$ cat src/rtl/uart_pkg.sv
// Shared definitions for the UART transmit path: frame constants and FSM states.
package uart_pkg;

    localparam int   UART_DATA_BITS  = 8;
    localparam int   UART_OVERSAMPLE = 16;
    localparam logic UART_IDLE_LVL   = 1'b1;

    typedef enum logic [1:0] {
        IDLE  = 2'd0,
        START = 2'd1,
        DATA  = 2'd2,
        STOP  = 2'd3
    } tx_state_e;

endpackage

$ cat src/rtl/uart_tx_ctrl_if.sv
// Bus-side byte write handshake into the UART transmitter.
interface uart_tx_ctrl_if;
    import uart_pkg::*;

    logic                      wr_vld;
    logic [UART_DATA_BITS-1:0] wr_data;
    logic                      wr_rdy;

    modport master (output wr_vld, output wr_data, input  wr_rdy);
    modport slave  (input  wr_vld, input  wr_data, output wr_rdy);

endinterface

$ cat src/rtl/uart_tx_fifo.sv
// Synchronous FIFO with occupancy count; the head word comes straight out of
// the storage flops so a pop can capture it on the same edge.
module uart_tx_fifo #(
    parameter int DEPTH = 8,
    parameter int WIDTH = 8
) (
    input  logic                     clk,
    input  logic                     rst_b,
    input  logic                     push,
    input  logic [WIDTH-1:0]         push_data,
    input  logic                     pop,
    output logic [WIDTH-1:0]         rd_data,
    output logic                     full,
    output logic                     empty,
    output logic [$clog2(DEPTH):0]   cnt
);

    localparam int AW = $clog2(DEPTH);
    localparam int CW = AW + 1;

    logic [WIDTH-1:0] mem [DEPTH];
    logic [AW-1:0]    wr_ptr, rd_ptr;
    logic [CW-1:0]    cnt_q, cnt_nxt;
    logic             full_q;
    logic             do_push, do_pop;

    // A full FIFO refuses pushes even when a pop lands in the same cycle.
    assign do_push = push && !full_q;
    assign do_pop  = pop && (cnt_q != '0);
    assign cnt_nxt = cnt_q + CW'(do_push) - CW'(do_pop);

    assign rd_data = mem[rd_ptr];
    assign full    = full_q;
    assign empty   = (cnt_q == '0);
    assign cnt     = cnt_q;

    // Pointers wrap naturally at the power-of-two depth; full is precomputed.
    always_ff @(posedge clk or negedge rst_b) begin
        if (!rst_b) begin
            wr_ptr <= '0;
            rd_ptr <= '0;
            cnt_q  <= '0;
            full_q <= 1'b0;
        end else begin
            if (do_push) wr_ptr <= wr_ptr + 1'b1;
            if (do_pop)  rd_ptr <= rd_ptr + 1'b1;
            cnt_q  <= cnt_nxt;
            full_q <= (cnt_nxt == CW'(DEPTH));
        end
    end

    // Storage needs no reset; occupancy decides what is valid.
    always_ff @(posedge clk) begin
        if (do_push) mem[wr_ptr] <= push_data;
    end

endmodule

$ cat src/rtl/uart_tx_ctrl.sv
// 8N1 UART transmitter: byte FIFO in front of a start/data/stop shifter timed
// by a 16x oversample tick derived from a programmable divisor.
module uart_tx_ctrl
    import uart_pkg::*;
#(
    parameter int FIFO_DEPTH = 8,
    parameter int DIV_WIDTH  = 16,
    parameter int RST_DIV    = 324
) (
    input  logic                          clk,
    input  logic                          rst_b,
    input  logic [DIV_WIDTH-1:0]          baud_div,
    input  logic                          div_ld,
    uart_tx_ctrl_if.slave                 wr,
    output logic                          sout,
    output logic                          tx_busy,
    output logic [$clog2(FIFO_DEPTH):0]   fifo_cnt
);

    localparam int SUB_W = $clog2(UART_OVERSAMPLE);

    tx_state_e                 state, state_nxt;
    logic [DIV_WIDTH-1:0]      div_q, frame_div, tick_cnt;
    logic [SUB_W-1:0]          sub_cnt;
    logic [2:0]                bit_idx;
    logic [UART_DATA_BITS-1:0] shift_q, fifo_rd;
    logic                      tick, bit_end, pop, push;
    logic                      fifo_full, fifo_empty;
    logic                      sout_nxt;

    assign push      = wr.wr_vld && wr.wr_rdy;
    assign wr.wr_rdy = !fifo_full;
    assign tick      = (state != IDLE) && (tick_cnt == '0);
    assign bit_end   = tick && (sub_cnt == {SUB_W{1'b1}});
    assign tx_busy   = (state != IDLE) || (fifo_cnt != '0);

    uart_tx_fifo #(
        .DEPTH (FIFO_DEPTH),
        .WIDTH (UART_DATA_BITS)
    ) u_fifo (
        .clk       (clk),
        .rst_b     (rst_b),
        .push      (push),
        .push_data (wr.wr_data),
        .pop       (pop),
        .rd_data   (fifo_rd),
        .full      (fifo_full),
        .empty     (fifo_empty),
        .cnt       (fifo_cnt)
    );

    // FSM state register.
    always_ff @(posedge clk or negedge rst_b) begin
        if (!rst_b) state <= IDLE;
        else        state <= state_nxt;
    end

    // Next state and pop; STOP chains straight into START when bytes are waiting.
    always_comb begin
        state_nxt = state;
        pop       = 1'b0;
        case (state)
            IDLE: begin
                if (!fifo_empty) begin
                    pop       = 1'b1;
                    state_nxt = START;
                end
            end
            START: if (bit_end) state_nxt = DATA;
            DATA:  if (bit_end && bit_idx == 3'(UART_DATA_BITS - 1)) state_nxt = STOP;
            STOP: begin
                if (bit_end) begin
                    if (!fifo_empty) begin
                        pop       = 1'b1;
                        state_nxt = START;
                    end else begin
                        state_nxt = IDLE;
                    end
                end
            end
            default: state_nxt = IDLE;
        endcase
    end

    // Baud timing and data shifter; a pop starts a new frame with the latest divisor.
    always_ff @(posedge clk or negedge rst_b) begin
        if (!rst_b) begin
            div_q     <= DIV_WIDTH'(RST_DIV);
            frame_div <= DIV_WIDTH'(RST_DIV);
            tick_cnt  <= DIV_WIDTH'(RST_DIV);
            sub_cnt   <= '0;
            bit_idx   <= '0;
            shift_q   <= '0;
        end else begin
            if (div_ld) div_q <= baud_div;
            if (pop) begin
                frame_div <= div_q;
                tick_cnt  <= div_q;
                sub_cnt   <= '0;
                bit_idx   <= '0;
                shift_q   <= fifo_rd;
            end else begin
                if (state == IDLE || tick) tick_cnt <= frame_div;
                else                       tick_cnt <= tick_cnt - 1'b1;
                if (tick) sub_cnt <= sub_cnt + 1'b1;
                if (state == DATA && bit_end) begin
                    shift_q <= shift_q >> 1;
                    bit_idx <= bit_idx + 1'b1;
                end
            end
        end
    end

    // Line level for the current state; registered so the pad never glitches.
    always_comb begin
        sout_nxt = UART_IDLE_LVL;
        case (state)
            START:   sout_nxt = 1'b0;
            DATA:    sout_nxt = shift_q[0];
            default: sout_nxt = UART_IDLE_LVL;
        endcase
    end

    // Serial output flop; reset forces the line idle immediately.
    always_ff @(posedge clk or negedge rst_b) begin
        if (!rst_b) sout <= UART_IDLE_LVL;
        else        sout <= sout_nxt;
    end

endmodule
$ cat src/flat_wrapper.sv
// flat-port wrapper written by rule: the top's interface ports become plain ports
module uart_tx_ctrl_flat import uart_pkg::*;
#(
    parameter int FIFO_DEPTH = 8,
    parameter int DIV_WIDTH  = 16,
    parameter int RST_DIV    = 324
)
  (clk, rst_b, baud_div, div_ld, sout, tx_busy, fifo_cnt, wr_wr_vld, wr_wr_data, wr_wr_rdy);
  uart_tx_ctrl_if wr_i ();
  input  logic clk;
  input  logic rst_b;
  input  logic [DIV_WIDTH-1:0] baud_div;
  input  logic div_ld;
  output logic sout;
  output logic tx_busy;
  output logic [$clog2(FIFO_DEPTH):0] fifo_cnt;
  input wire logic [$bits(wr_i.wr_vld)-1:0] wr_wr_vld;
  input wire logic [$bits(wr_i.wr_data)-1:0] wr_wr_data;
  output wire logic [$bits(wr_i.wr_rdy)-1:0] wr_wr_rdy;
  assign wr_i.wr_vld = wr_wr_vld;
  assign wr_i.wr_data = wr_wr_data;
  assign wr_wr_rdy = wr_i.wr_rdy;
  uart_tx_ctrl #(.FIFO_DEPTH(FIFO_DEPTH), .DIV_WIDTH(DIV_WIDTH), .RST_DIV(RST_DIV)) u_core (.clk(clk), .rst_b(rst_b), .baud_div(baud_div), .div_ld(div_ld), .wr(wr_i), .sout(sout), .tx_busy(tx_busy), .fifo_cnt(fifo_cnt));
endmodule
$ cat config.mk
export PLATFORM = sky130hd
export DESIGN_NAME = uart_tx_ctrl_flat
export DESIGN_NICKNAME = d
export VERILOG_FILES = /design/src/rtl/uart_pkg.sv /design/src/rtl/uart_tx_ctrl_if.sv /design/src/rtl/uart_tx_fifo.sv /design/src/rtl/uart_tx_ctrl.sv /design/src/flat_wrapper.sv
export SDC_FILE = /design/constraint.sdc
export NUM_CORES = 1
export LEC_CHECK = 0
export CORE_MARGIN = 2
export CORE_UTILIZATION = 50
export DETAILED_ROUTE_END_ITERATION = 10
export PLACE_DENSITY = 0.7
export REMOVE_ABC_BUFFERS = 1
export SLEW_MARGIN = 20
export SYNTH_ARGS = -nofsm -noshare
export SYNTH_HDL_FRONTEND = slang
export SYNTH_SLANG_ARGS = --single-unit
$ cat constraint.sdc
create_clock -name clk -period 9.15 [get_ports clk]
set_clock_uncertainty 0.1 [all_clocks]
set_input_delay 1.3725 -clock clk [delete_from_list [all_inputs] [get_ports clk]]
set_output_delay 1.3725 -clock clk [all_outputs]
set_load 0.03 [all_outputs]
# Yosys cells after proc, flatten, opt, wreduce, memory -nomap -nowiden
# Memories as Yosys holds them, arrays and structs flattened.
# Index checks and enable logic that the tools add are counted.
# Widths: inputs -> output; s select.
# classes
addsub	7
eq_ne	10
muxes	20
reduce_logical	18
# ops
op	count
$mux 16	2
$logic_not 16->1	1
$mux 8	2
$sub 16x1->16 const B	1
$add 3x1->3 const B	3
$eq 4x4->1 const B	2
$mux 2	4
$mux 4	2
$pmux 2 s4	1
$logic_and 1x1->1	7
$mux 3	2
$ne 2x1->1 const B	3
$reduce_bool 2->1	3
$mux 1	5
$add 4x1->4	1
$add 4x1->4 const B	1
$eq 2x2->1 const B	2
$logic_not 4->1	1
$pmux 1 s2	2
$reduce_and 4->1	1
$reduce_bool 4->1	1
$sub 4x1->4	1
$eq 3x3->1 const B	1
$eq 2x1->1 const B	1
4 further kinds	5
# totals
reg_bits	77
mem_bits_rw	64
in_bits	28
word_cells	68
mem_count	1
# mem_list
memory	words	width	rd	rd_ports_with_merged_regs	write_ports	line_no	source
u_core.u_fifo.mem	8	8	1	0	1	uart_tx_fifo.sv:21	logic [WIDTH-1:0] mem [DEPTH];

# Longest topological paths before layout
# logic_depth
depth_word	8
depth_mapped	15
ltp_nobuf	12

# Modules after synthesis
# A second synthesis with hierarchy kept.
# hier_totals
cells_unflattened	451
area_unflattened_um2	6389.9
# by_module_without_submodules
mod	n_inst	cells_each	area_each_um2	seq_area_each_um2
uart_tx_ctrl	1	297	3286.9	1664.1
uart_tx_fifo	1	154	3103.0	2197.1

# Worst setup path after synthesis
# OpenSTA, ideal clock, no wires.
# synth_path
kind	reg2reg
start	register u_core.tick_cnt[0]
end	register u_core.u_fifo.full_q (netlist: u_core.u_fifo.full)
arrival_time_ns	3.001
path_slack_ns	5.944
path_stages_with_launch	16
synth_period_minus_slack_ns	3.206
cell_sequence	dfrtp_1 > inv_1 > ha_1 > or3b_1 > clkbuf_2 > nor4_1 > a21o_2 > buf_6 > buf_2 > ha_1 > inv_1 > ha_1 > a21o_1 > a21oi_1 > xor2_1 > nor4b_1
# synth_via
elab_chain_len	8
# synth_rtl
element	line_no	source
from (decl)	uart_tx_ctrl.sv:23	logic [DIV_WIDTH-1:0] div_q, frame_div, tick_cnt;
from (signal assigned)	uart_tx_ctrl.sv:90	tick_cnt <= DIV_WIDTH'(RST_DIV);
from (signal assigned)	uart_tx_ctrl.sv:98	tick_cnt <= div_q;
from (signal assigned)	uart_tx_ctrl.sv:103	if (state == IDLE || tick) tick_cnt <= frame_div;
$logic_not 16->1	uart_tx_ctrl.sv:33	assign tick = (state != IDLE) && (tick_cnt == '0);
$logic_and 1x1->1	uart_tx_ctrl.sv:33	
$logic_and 1x1->1	uart_tx_ctrl.sv:34	assign bit_end = tick && (sub_cnt == {SUB_W{1'b1}});
$mux 1	uart_tx_ctrl.sv:72	if (bit_end) begin
$pmux 1 s2	uart_tx_ctrl.sv:62	case (state)
$logic_and 1x1->1	uart_tx_fifo.sv:29	assign do_pop = pop && (cnt_q != '0);
net u_core.u_fifo.do_pop	uart_tx_fifo.sv:25	logic do_push, do_pop;
$sub 4x1->4	uart_tx_fifo.sv:30	assign cnt_nxt = cnt_q + CW'(do_push) - CW'(do_pop);
net u_core.u_fifo.cnt_nxt[3]	uart_tx_fifo.sv:23	logic [CW-1:0] cnt_q, cnt_nxt;
$eq 4x4->1	uart_tx_fifo.sv:48	full_q <= (cnt_nxt == CW'(DEPTH));
to (signal assigned)	uart_tx_fifo.sv:48	
to (decl)	uart_tx_fifo.sv:24	logic full_q;
# The timed path passes the listed nets, and every way through them passes these cells.
# A chain may end at the register's enable or synchronous reset.

# Worst setup path in the final report
# layout_path
start	register u_core.u_fifo.cnt_q[2] (netlist: u_core.u_fifo.cnt[2])
end	output tx_busy
# layout_via
elab_chain_len	2
# layout_rtl
element	line_no	source
from (decl)	uart_tx_fifo.sv:23	
from (signal assigned)	uart_tx_fifo.sv:47	cnt_q <= cnt_nxt;
$reduce_bool 4->1	uart_tx_ctrl.sv:35	assign tx_busy = (state != IDLE) || (fifo_cnt != '0);
$logic_or 1x1->1	uart_tx_ctrl.sv:35	
to (decl)	flat_wrapper.sv:15	output logic tx_busy;
# Every way passes these cells.

==> results.md <==
- The flow ran to the end, and the final reports show no timing, DRC or antenna violations.
- The CTS root buffer is sky130_fd_sc_hd__clkbuf_16.
- The setup check on the worst reg-to-reg path leaves a slack of 6030 ps.
- In this run the tightest slew margin relative to its limit is 0.3522.
- The startpoint of the worst setup timing path is u_core.u_fifo.cnt[2]$_DFF_PN0_.
- The deepest level of the CTS H-tree is 4.
- The post-DP HPWL is 6.836 mm.
- The synthesized netlist contains 51 unique library cells.
- The worst hold path class is flop to flop.
- The number of antenna diodes in the final layout is 0.
- 35 I/O pins were placed.
- The die area is 13,250 um2.
- Before CTS, the worst setup slack after placement is 5203 ps.
- The worst setup path is of the flop to output port kind.
- The critical path ends at tx_busy.
- The primary flip-flop cell chosen by synthesis mapping is sky130_fd_sc_hd__dfrtp_1.
- The largest fanout of any net on the critical path is 3.
- In this run the critical register-to-register path is captured at u_core.u_fifo.full$_DFF_PN0_.
- The top-area cell type share of the netlist area is 0.3113.
- The initial antenna violation count was 0.
- Across all hold checks on the routed design, the worst slack comes to 388.2 ps.
- The number of vias per cell after detailed routing is 5.538.
- The global-route wire length before repair is 17.21 mm.
- For the pin with the worst max-slew slack, the measured transition is 971.7 ps.
- The share of cells above drive strength 1 is 0.2339.
- At the worst endpoint, the arrival time is 2250 ps.
- The clock drives 141 sinks.
- Detailed routing inserted a total of 3,395 vias.
- Of all cell types, the one taking the most synthesized area is sky130_fd_sc_hd__edfxtp_1.
- Sorting the synthesized cells by area gives the leading types as sky130_fd_sc_hd__edfxtp_1 (31%), sky130_fd_sc_hd__dfrtp_1 (27%), sky130_fd_sc_hd__mux2_2 (7.7%), sky130_fd_sc_hd__mux4_2 (5.8%), sky130_fd_sc_hd__dfstp_2 (4.3%).
- The count of buffers from port buffering is 34.
- The synthesized design contains 64 enable-type register cells.
- Adding up every negative setup slack in the final design gives 0 ps.
- For this run, the total global-route usage over all layers was measured as 0.1738.
- Global routing finished with a remaining overflow of 0.
- The final count of pins violating max slew is 0.
- The average wire length per cell after detail routing is 16.58 um.
- The total area inside the core boundary comes to 12,010 um2.
- Counting the buffers created by CTS gives 17.
- The die width is 115.1 um.
- The number of hold violations in the final report was 0.
- After the first detailed-routing iteration, the DRC count stood at 203.
- After clock tree synthesis, the setup repair step added 0 buffers.
- Counting along the longest clock path gives a buffer depth of 2.
- The clock-pin slew of the registers on the worst-case setup and hold paths is 60 ps.
- The count of unresolved DRC violations after routing is 0.
- The later-pin clock latency in the skew report is 420 ps.
- The floorplan step set the die height to 115.1 um.
- Buffers inserted to repair hold after CTS numbered 0.
- The launch point of the worst reg-to-reg path is u_core.tick_cnt[0]$_DFF_PN0_.
- After detailed routing, the total wire length is 10.17 mm.
- From synthesis to final layout, the design area changed by 16.88%.
- Timing would allow up to 268.6 MHz.
- The floorplan has 40 rows.
- The async set-or-reset flop fraction in the synthesized netlist is 0.5461.
- The cell count after synthesis is 416.
- The cell area that synthesis handed to floorplanning was 6173 um2.
- The sort of element at the end of the critical path is an output port.
- The count of antenna-violating nets left after detailed routing is 0.
- The most frequently used cell type in the post-synthesis netlist is sky130_fd_sc_hd__dfrtp_1.
- In this run, post-CTS repair resized a total of 0 instances.
- The pin count of the biggest net entering global routing is 78.
- The synthesis warning total is 0.
- The number of cells traversed by the worst hold path is 2.
- The via count of the first global-routing pass came to 3,399.
- By count the netlist is led by sky130_fd_sc_hd__dfrtp_1 (67), sky130_fd_sc_hd__edfxtp_1 (64), sky130_fd_sc_hd__mux2_2 (42), sky130_fd_sc_hd__nor2_1 (27), sky130_fd_sc_hd__nand2_1 (21).
- The endpoint required time on the critical path is 7680 ps.
- The average cell area after synthesis is 14.84 um2.
- Setup repair after global routing left no endpoint under its margin.
- Setup violations remaining at the end of the flow were counted as 0.
- STA classifies the critical path startpoint as a flop.
- The smallest clock period supported by the final layout is computed as 3723 ps.
- The number of detailed-route iterations in the first pass is 6.
- Dividing total power by cell area gives a power density of 264.7 nW/um2.
- The number of register bits inferred by synthesis is 141.
- The tool flagged a number of max-cap violations equal to 0.
- VDD sags by at most 209.7 uV.
- The initial cell density of the core is 0.5140.
- After the last flow step, the layout net total stands at 498.
- The analysis attributes to cell leakage a power of 2.781 nW.
- Across all setup checks in the final design, the least slack found is 5427 ps.
- Counting cells, the worst reg-to-reg path comes to 12.
- The sequential share of the synthesized area is 0.6255.
- The TritonCTS clock tree is yes.
- The post-route fraction of the period consumed by the critical path is 0.4068.
- The routability congestion estimate is 0.8442.
[metrics by stage]
step	instance area, um2	total power, W	instances	utilization
global placement	6596	0.001198	581	0.5492
floorplan	6052	0.001097	397	-
finish	7216	0.001910	613	0.6007
CTS	7214	0.001927	613	0.6006
detailed placement	6596	0.001211	581	0.5492
global route	7216	0.002005	613	0.6007
[final cells by class]
type,instances,area (um2)
Sequential cell,141,3862
Fill cell,901,4796
Inverter,16,60.06
Multi-Input combinational cell,240,2131
Tap cell,147,183.9
Timing Repair Buffer,37,360.3
Clock inverter,14,178.9
Clock buffer,18,439.2
[how the worst min path moves through the flow]
stage | from | to | slack, ps
2_1_floorplan | u_core.shift_q[0]$_DFFE_PN0P_ | u_core.sout$_DFF_PN1_ | 350
3_3_place_gp | u_core.frame_div[2]$_DFFE_PN1P_ | u_core.tick_cnt[2]$_DFF_PN1_ | 360
3_5_place_dp | u_core.frame_div[2]$_DFFE_PN1P_ | u_core.tick_cnt[2]$_DFF_PN1_ | 380
4_1_cts | u_core.frame_div[2]$_DFFE_PN1P_ | u_core.tick_cnt[2]$_DFF_PN1_ | 390
5_1_grt | u_core.frame_div[10]$_DFFE_PN0P_ | u_core.frame_div[10]$_DFFE_PN0P_ | 420
6_report | u_core.frame_div[2]$_DFFE_PN1P_ | u_core.tick_cnt[2]$_DFF_PN1_ | 390
[critical path, stage by stage, from the launching register on]
cell and delay (ps):
sky130_fd_sc_hd__dfrtp_1 390, sky130_fd_sc_hd__inv_1 90, sky130_fd_sc_hd__ha_1 160, sky130_fd_sc_hd__nor3b_1 340, sky130_fd_sc_hd__and2_1 210, sky130_fd_sc_hd__inv_1 60
sky130_fd_sc_hd__clkdlybuf4s50_1 590
[kinds of logic (layout without fill, tap and decap cells)]
kind of cell / count (synthesis) / after routing / synth area share
multiplexers: 69 / 69 / 0.1528
buffers and inverters: 35 / 85 / 0.02939
XOR/XNOR: 20 / 20 / 0.02837
AO/OA/AOI/OAI: 42 / 42 / 0.04803
adder cells (fa/ha/maj): 17 / 17 / 0.03567
AND/OR/NAND/NOR: 92 / 92 / 0.08026
flip-flops: 141 / 141 / 0.6255
[flip-flops by register name, indices dropped and copies added, names as in the netlist]
| register | flops |
|---|---|
| u_core.bit_idx | 3 |
| u_core.div_q | 16 |
| u_core.frame_div | 16 |
| u_core.shift_q | 8 |
| u_core.sout | 1 |
| u_core.state | 2 |
| u_core.sub_cnt | 4 |
| u_core.tick_cnt | 16 |
| u_core.u_fifo.cnt | 4 |
| u_core.u_fifo.full | 1 |
| u_core.u_fifo.mem | 64 |
| u_core.u_fifo.rd_ptr | 3 |
| u_core.u_fifo.wr_ptr | 3 |
[where the power goes]
part	switching (W)	leakage [nW]	internal [W]	total, W
registers	0.0000749	1.51	0.000781	0.000855
logic	0.000178	0.965	0.000165	0.000344
clock network	0.000269	0.304	0.000442	0.000711
[cells in the final DEF, fill, tap and decap left out, drive strengths merged, types with 5 or more instances in the layout]
cell / instances
nand2b: 5
nand2: 21
clkbuf: 18
dfstp: 10
a21oi: 5
edfxtp: 64
mux2i: 11
nor4: 9
clkdlybuf4s50: 33
xnor2: 13
inv: 23
a221o: 9
xor2: 7
mux2: 42
nor2: 27
mux4: 16
ha: 16
dfrtp: 67
o21ai: 15
[per-layer routing]
| metal | up-vias | share of wire | routed length, um | GRT usage |
|---|---|---|---|---|
| met2 | 60 | 0.50 | 5082 | 0.2737 |
| met3 | 12 | 0.039 | 393 | 0.06009 |
| li1 | 1624 | - | - | - |
| met4 | 0 | 0.014 | 147 | 0.06345 |
| met5 | - | 0 | 0 | 0 |
| met1 | 1699 | 0.45 | 4540 | 0.2259 |
(Power assumes the default switching activity.)
